## src/rtl/voice_alloc.sv

```systemverilog
// voice_alloc: polyphonic voice allocator between a MIDI event parser and a synth engine.
//
// Each incoming MIDI event is handled one at a time. The block accepts an
// event, walks the slot table one slot per cycle, and then issues a single
// one-cycle pulse to the synth.
//
// Ports:
//   clk96, rst          - 96 MHz clock and synchronous active-high reset
//   in_valid/in_ready   - event handshake; an event is accepted on in_valid && in_ready
//   in_cmd              - 0=NOTE_ON 1=NOTE_OFF 2=POLY_AT 3=PITCH
//   in_channel, in_note, in_velocity - event fields (in_note carries the bend MSB for PITCH)
//   note_pressed, note_released, note_keypress, pitch_wheel - one-cycle pulses to the synth
//   note, velocity, channel, addr - event fields and voice slot; held until the next issue
//   voices_active       - number of occupied slots
module voice_alloc #(
  parameter int NUM_VOICES = 32
) (
  input  logic       clk96,
  input  logic       rst,
  input  logic       in_valid,
  output logic       in_ready,
  input  logic [1:0] in_cmd,
  input  logic [3:0] in_channel,
  input  logic [6:0] in_note,
  input  logic [6:0] in_velocity,
  output logic       note_pressed,
  output logic       note_released,
  output logic       note_keypress,
  output logic       pitch_wheel,
  output logic [6:0] note,
  output logic [6:0] velocity,
  output logic [3:0] channel,
  output logic [7:0] addr,
  output logic [7:0] voices_active
);

  localparam int IW = $clog2(NUM_VOICES);

  localparam logic [1:0] CMD_ON    = 2'd0;
  localparam logic [1:0] CMD_OFF   = 2'd1;
  localparam logic [1:0] CMD_POLY  = 2'd2;
  localparam logic [1:0] CMD_PITCH = 2'd3;

  typedef enum logic [1:0] {IDLE, SCAN, ISSUE} state_t;

  state_t          state_reg;
  logic [1:0]      ev_cmd_reg;
  logic [3:0]      ev_chan_reg;
  logic [6:0]      ev_note_reg;
  logic [6:0]      ev_vel_reg;
  logic [IW-1:0]   scan_idx_reg;
  logic [IW-1:0]   match_idx_reg;
  logic [IW-1:0]   free_idx_reg;
  logic [IW-1:0]   steal_ptr_reg;
  logic            match_found_reg;
  logic            free_found_reg;

  logic [NUM_VOICES-1:0] slot_active;
  logic [3:0]            slot_chan [NUM_VOICES];
  logic [6:0]            slot_note [NUM_VOICES];

  logic          cur_active;
  logic          cur_match;
  logic [IW-1:0] on_slot;
  logic          use_steal;
  logic          tbl_set;
  logic          tbl_clr;
  logic [IW-1:0] tbl_idx;

  assign in_ready = (state_reg == IDLE);

  // Slot under examination this SCAN cycle.
  assign cur_active = slot_active[scan_idx_reg];
  assign cur_match  = cur_active && (slot_chan[scan_idx_reg] == ev_chan_reg) &&
                      (slot_note[scan_idx_reg] == ev_note_reg);

  // NOTE_ON target: retrigger a matching voice, else the lowest free slot,
  // else steal round-robin.
  always_comb begin
    use_steal = !match_found_reg && !free_found_reg;
    on_slot   = match_found_reg ? match_idx_reg :
                (free_found_reg ? free_idx_reg : steal_ptr_reg);
    tbl_set   = 1'b0;
    tbl_clr   = 1'b0;
    tbl_idx   = on_slot;
    if (state_reg == ISSUE) begin
      if (ev_cmd_reg == CMD_ON) begin
        tbl_set = 1'b1;
      end else if (ev_cmd_reg == CMD_OFF && match_found_reg) begin
        tbl_clr = 1'b1;
        tbl_idx = match_idx_reg;
      end
    end
  end

  // The table only changes in ISSUE. A whole scan therefore sees a consistent snapshot.
  genvar gi;
  generate
    for (gi = 0; gi < NUM_VOICES; gi++) begin : g_slot
      logic       act_reg;
      logic [3:0] chan_reg;
      logic [6:0] note_reg;

      always_ff @(posedge clk96) begin
        if (rst) begin
          act_reg  <= 1'b0;
          chan_reg <= 4'd0;
          note_reg <= 7'd0;
        end else if (tbl_idx == IW'(gi)) begin
          if (tbl_set) begin
            act_reg  <= 1'b1;
            chan_reg <= ev_chan_reg;
            note_reg <= ev_note_reg;
          end else if (tbl_clr) begin
            act_reg <= 1'b0;
          end
        end
      end

      assign slot_active[gi] = act_reg;
      assign slot_chan[gi]   = chan_reg;
      assign slot_note[gi]   = note_reg;
    end
  endgenerate

  always_ff @(posedge clk96) begin
    if (rst) begin
      state_reg       <= IDLE;
      ev_cmd_reg      <= CMD_ON;
      ev_chan_reg     <= 4'd0;
      ev_note_reg     <= 7'd0;
      ev_vel_reg      <= 7'd0;
      scan_idx_reg    <= '0;
      match_idx_reg   <= '0;
      free_idx_reg    <= '0;
      steal_ptr_reg   <= '0;
      match_found_reg <= 1'b0;
      free_found_reg  <= 1'b0;
      note_pressed    <= 1'b0;
      note_released   <= 1'b0;
      note_keypress   <= 1'b0;
      pitch_wheel     <= 1'b0;
      note            <= 7'd0;
      velocity        <= 7'd0;
      channel         <= 4'd0;
      addr            <= 8'd0;
      voices_active   <= 8'd0;
    end else begin
      note_pressed  <= 1'b0;
      note_released <= 1'b0;
      note_keypress <= 1'b0;
      pitch_wheel   <= 1'b0;
      case (state_reg)
        IDLE: begin
          if (in_valid) begin
            // A zero-velocity NOTE_ON is a NOTE_OFF in running-status MIDI.
            ev_cmd_reg      <= (in_cmd == CMD_ON && in_velocity == 7'd0) ? CMD_OFF : in_cmd;
            ev_chan_reg     <= in_channel;
            ev_note_reg     <= in_note;
            ev_vel_reg      <= in_velocity;
            scan_idx_reg    <= '0;
            match_found_reg <= 1'b0;
            free_found_reg  <= 1'b0;
            state_reg       <= (in_cmd == CMD_PITCH) ? ISSUE : SCAN;
          end
        end
        SCAN: begin
          if (cur_match && !match_found_reg) begin
            match_found_reg <= 1'b1;
            match_idx_reg   <= scan_idx_reg;
          end
          if (!cur_active && !free_found_reg) begin
            free_found_reg <= 1'b1;
            free_idx_reg   <= scan_idx_reg;
          end
          // Fixed-length scan: constant latency regardless of where a hit lies.
          if (scan_idx_reg == IW'(NUM_VOICES - 1)) begin
            state_reg <= ISSUE;
          end else begin
            scan_idx_reg <= scan_idx_reg + 1'b1;
          end
        end
        ISSUE: begin
          state_reg <= IDLE;
          case (ev_cmd_reg)
            CMD_ON: begin
              note_pressed <= 1'b1;
              addr         <= 8'(on_slot);
              note         <= ev_note_reg;
              velocity     <= ev_vel_reg;
              channel      <= ev_chan_reg;
              if (!match_found_reg && free_found_reg) begin
                voices_active <= voices_active + 8'd1;
              end
              if (use_steal) begin
                steal_ptr_reg <= (steal_ptr_reg == IW'(NUM_VOICES - 1)) ? '0 :
                                 steal_ptr_reg + 1'b1;
              end
            end
            CMD_OFF: begin
              if (match_found_reg) begin
                note_released <= 1'b1;
                addr          <= 8'(match_idx_reg);
                note          <= ev_note_reg;
                velocity      <= ev_vel_reg;
                channel       <= ev_chan_reg;
                voices_active <= voices_active - 8'd1;
              end
            end
            CMD_POLY: begin
              if (match_found_reg) begin
                note_keypress <= 1'b1;
                addr          <= 8'(match_idx_reg);
                note          <= ev_note_reg;
                velocity      <= ev_vel_reg;
                channel       <= ev_chan_reg;
              end
            end
            default: begin
              pitch_wheel <= 1'b1;
              addr        <= 8'd0;
              note        <= ev_note_reg;
              velocity    <= ev_vel_reg;
              channel     <= ev_chan_reg;
            end
          endcase
        end
        default: state_reg <= IDLE;
      endcase
    end
  end

endmodule

```

## config.mk

```make
export PLATFORM = sky130hd
export DESIGN_NAME = voice_alloc
export DESIGN_NICKNAME = d
export VERILOG_FILES = /design/src/rtl/voice_alloc.sv
export SDC_FILE = /design/constraint.sdc
export NUM_CORES = 1
export LEC_CHECK = 0
export CORE_ASPECT_RATIO = 1.5
export CORE_MARGIN = 1
export CORE_UTILIZATION = 58
export CTS_BUF_LIST = sky130_fd_sc_hd__clkbuf_8
export CTS_CLUSTER_SIZE = 40
export DETAILED_ROUTE_END_ITERATION = 8
export GPL_TIMING_DRIVEN = 0
export PLACE_DENSITY = 0.79
export SLEW_MARGIN = 20
export SYNTH_ARGS = -nofsm -noshare
export SYNTH_HDL_FRONTEND = slang
export SYNTH_SLANG_ARGS = --single-unit
```

## constraint.sdc

```tcl
create_clock -name clk96 -period 2.55 [get_ports clk96]
set_input_delay 0.6375 -clock clk96 [delete_from_list [all_inputs] [get_ports clk96]]
set_output_delay 0.6375 -clock clk96 [all_outputs]
set_load 0.1 [all_outputs]
```

==> flow_summary.yaml <==
synth:
  syn_avg_cell_area_um2: 9.719
  syn_area_um2: 20770
  synthTopCellsByArea: "dfxtp_1 45%, mux2i_1 20%, nor2_1 8.2%"
  synth_seq_cells: 463
  ys.flop_type: "dfxtp_1"
  synth.distinct_cells: 67
  yosys_warnings: 0
  syn_inst: 2137
  synth-seq-area-share: 0.4463
  synth_edf_count: 0
  synth_top_area_share: 0.4463
  async_flop_share: 0
  yosysTopAreaCell: "dfxtp_1"
finish:
  final_common_cell: "dfxtp_1"
  nFillCells: 2642
  multi_input_area_um2: 11250
  nNetsFinal: 2343
  synthToLayoutAreaGrowth_pct: 19.78
  drive_gt1_frac: 0.1890
  largest_reg_flops: 224
  seq_area_um2: 9276
  finalNonFillerCells: 2829
  most-common-layout-cells: "459 x dfxtp_1, 417 x nor2_1, 396 x mux2i_1, 115 x a21oi_1, 102 x nand2_1"
clock_network:
  clock_sinks: 463
  cts_tree: "built"
  ctsLongestPathBuffers: 3
  cts_max_level: 3
  path_clk_slew_ns: 0.07
  cts_root_buf: "clkbuf_8"
  clk_latency_ns: 0.67
  cts_buffers: 68
pwr:
  leakage_nw: 8.771
  p_per_area_nw_per_um2: 595.6
  vdd_drop_max_mv: 0.4369
outcome:
  outcome: "finished with violations"
  violations: "setup timing"
critical_path:
  crit_path_max_fanout: 8
  critPathCaptureType: "flip-flop"
  reg2reg_depth: 13
  cp_cell_sequence: "buf_12, buf_12, buf_16, mux4_2, a22o_1, a31oi_4, nand4_1, a22oi_2, buf_6, o211ai_1, buf_4, o21ai_1, a21oi_1"
  slowest_delay_ns: 0.57
  critPathLaunchType: "flip-flop"
  cp_common_cell: "buf_12"
  cp.required_ns: 3.04
  critPathLaunch: "scan_idx_reg[0]"
  path_class: "flip-flop to flip-flop"
  cpMaxStageDelayCell: "mux4_2"
  reg2reg_slack_ns: -0.54
  worstReg2RegStart: "scan_idx_reg[0]"
  arrival_ns: 3.58
route:
  drtAntennaViolNets: 0
  wl_per_cell_um: 27.43
  first_iter_violations: 1963
  detail_route.first_pass.iterations: 8
  route.detailed.drc: 0
  num_vias: 17880
  routed_wl_um: 77590
  vias_per_cell: 6.319
floorplanning:
  rows: 84
  ios: 62
  initial_core_util: 0.5899
  die-area_um2: 36590
  design.core.area_um2: 35210
  die-height_um: 233.8
  die_w_um: 156.5
timing:
  max_freq_ghz: 0.3234
  worst_slew_pin_slew_ns: 1.160
  setup_violations: 18
  post-route-min-period_ns: 3.092
  rsz0062_at_grt: "true"
  hold_viol_final: 0
  slew_violations: 0
  timing.final.ws_setup_ns: -0.5422
  post-route-period-util: 1.213
  relSlewSlack: 0.2265
  skew_ns: 0.03308
  holdWs_ns: 0.4546
placement:
  portBuffers: 58
  place_congestion: 1.012
  dp.cells: 2670
  hpwl_um: 54270
flow_run:
  drv_cap: 0
hold_path:
  whs_path_depth: 2
  hp-start: "velocity[0]"
  hp-class: "flip-flop to flip-flop"
global_routing:
  grt.overflow.total: 0
  grt.total_usage: 0.4268
  grt_pass1_vias: 17360
  antenna_found_initial: 1
  grt_max_degree: 17
  grt_pass1_wl_um: 110900
[area by class of cell]
cell class,instances,area share
inverter,38,0.005784
antenna,1,0.0001006
timing repair buffer,102,0.03877
clock buffer,90,0.04979
multi-input combinational,1451,0.4522
clock inverter,30,0.006739
tap,473,0.02379
sequential,463,0.3729
buffer,181,0.04999
[critical path: cells and delay by family, from the launching register on]
kind / cells / cell delay [ns]
AOI/OAI and AO/OA: 6 / 1.05
buffers and inverters: 5 / 0.80
muxes: 1 / 0.57
DFF: 1 / 0.36
and+or+nand+nor: 1 / 0.16
[kinds of logic after synthesis]
family / synth area share
compound gates: 0.08030
xor+xnor: 0.006325
fa+ha+maj: 0.009398
buf+inv: 0.04831
flops: 0.4463
mux: 0.2796
other cells: 0.0001805
simple gates: 0.1296
[synthesized netlist by cell type, types with 13 or more instances]
master      n
dfxtp_1   463
nor2_1    456
mux2i_1   414
a21oi_1   120
nand2_1   116
clkbuf_1  104
mux4_2     60
o21ai_0    46
buf_2      44
inv_1      34
buf_1      22
a22oi_1    20
o221ai_1   15
ha_1       14
nand3_1    13
[through the flow]
| stage | setup slack, ns | cell area [um2] | TNS [ns] | power, W | util |
|---|---|---|---|---|---|
| 2_1_floorplan | -0.01698 | 20790 | -0.03958 | 0.008042 | - |
| 3_3_place_gp | -1.714 | 21960 | -216.75 | 0.008469 | 0.6237 |
| 3_5_place_dp | -1.732 | 21960 | -230.55 | 0.008477 | 0.6237 |
| 4_1_cts | -0.4649 | 24400 | -3.486 | 0.01471 | 0.6929 |
| 5_1_grt | -0.5720 | 24880 | -6.612 | 0.01518 | 0.7066 |
| 6_report | -0.5422 | 24880 | -4.291 | 0.01482 | 0.7066 |
[timing repair]
item                       in CTS  in global routing
gates cloned                    1                  1
pin swaps                      28                 30
hold buffers                    0                  0
resized for setup             297                 81
setup endpoints to repair     406                285
buffers inserted               23                 19
[power breakdown]
part / leakage (nW) / internal (W) / switching (W)
sequential: 3.73 / 0.00726 / 0.0000280
combinational: 4.24 / 0.000407 / 0.000873
clock: 0.797 / 0.00327 / 0.00298
total: 8.77 / 0.0109 / 0.00388
[worst paths after layout]
kind                                    endpoint
worst max-delay path            match_idx_reg[4]
worst min-delay path                 velocity[0]
worst max register to register  match_idx_reg[4]
worst min register to register       velocity[0]
[routing by layer]
layer / vias to the layer above / track usage / share of wire
met5: - / 0 / 0
met4: 0 / 0.3866 / 0.10
met3: 351 / 0.1052 / 0.10
met2: 1159 / 0.6712 / 0.45
met1: 8617 / 0.4788 / 0.35
li1: 7750 / - / -
Note: power is estimated with default switching activity, not from simulation.
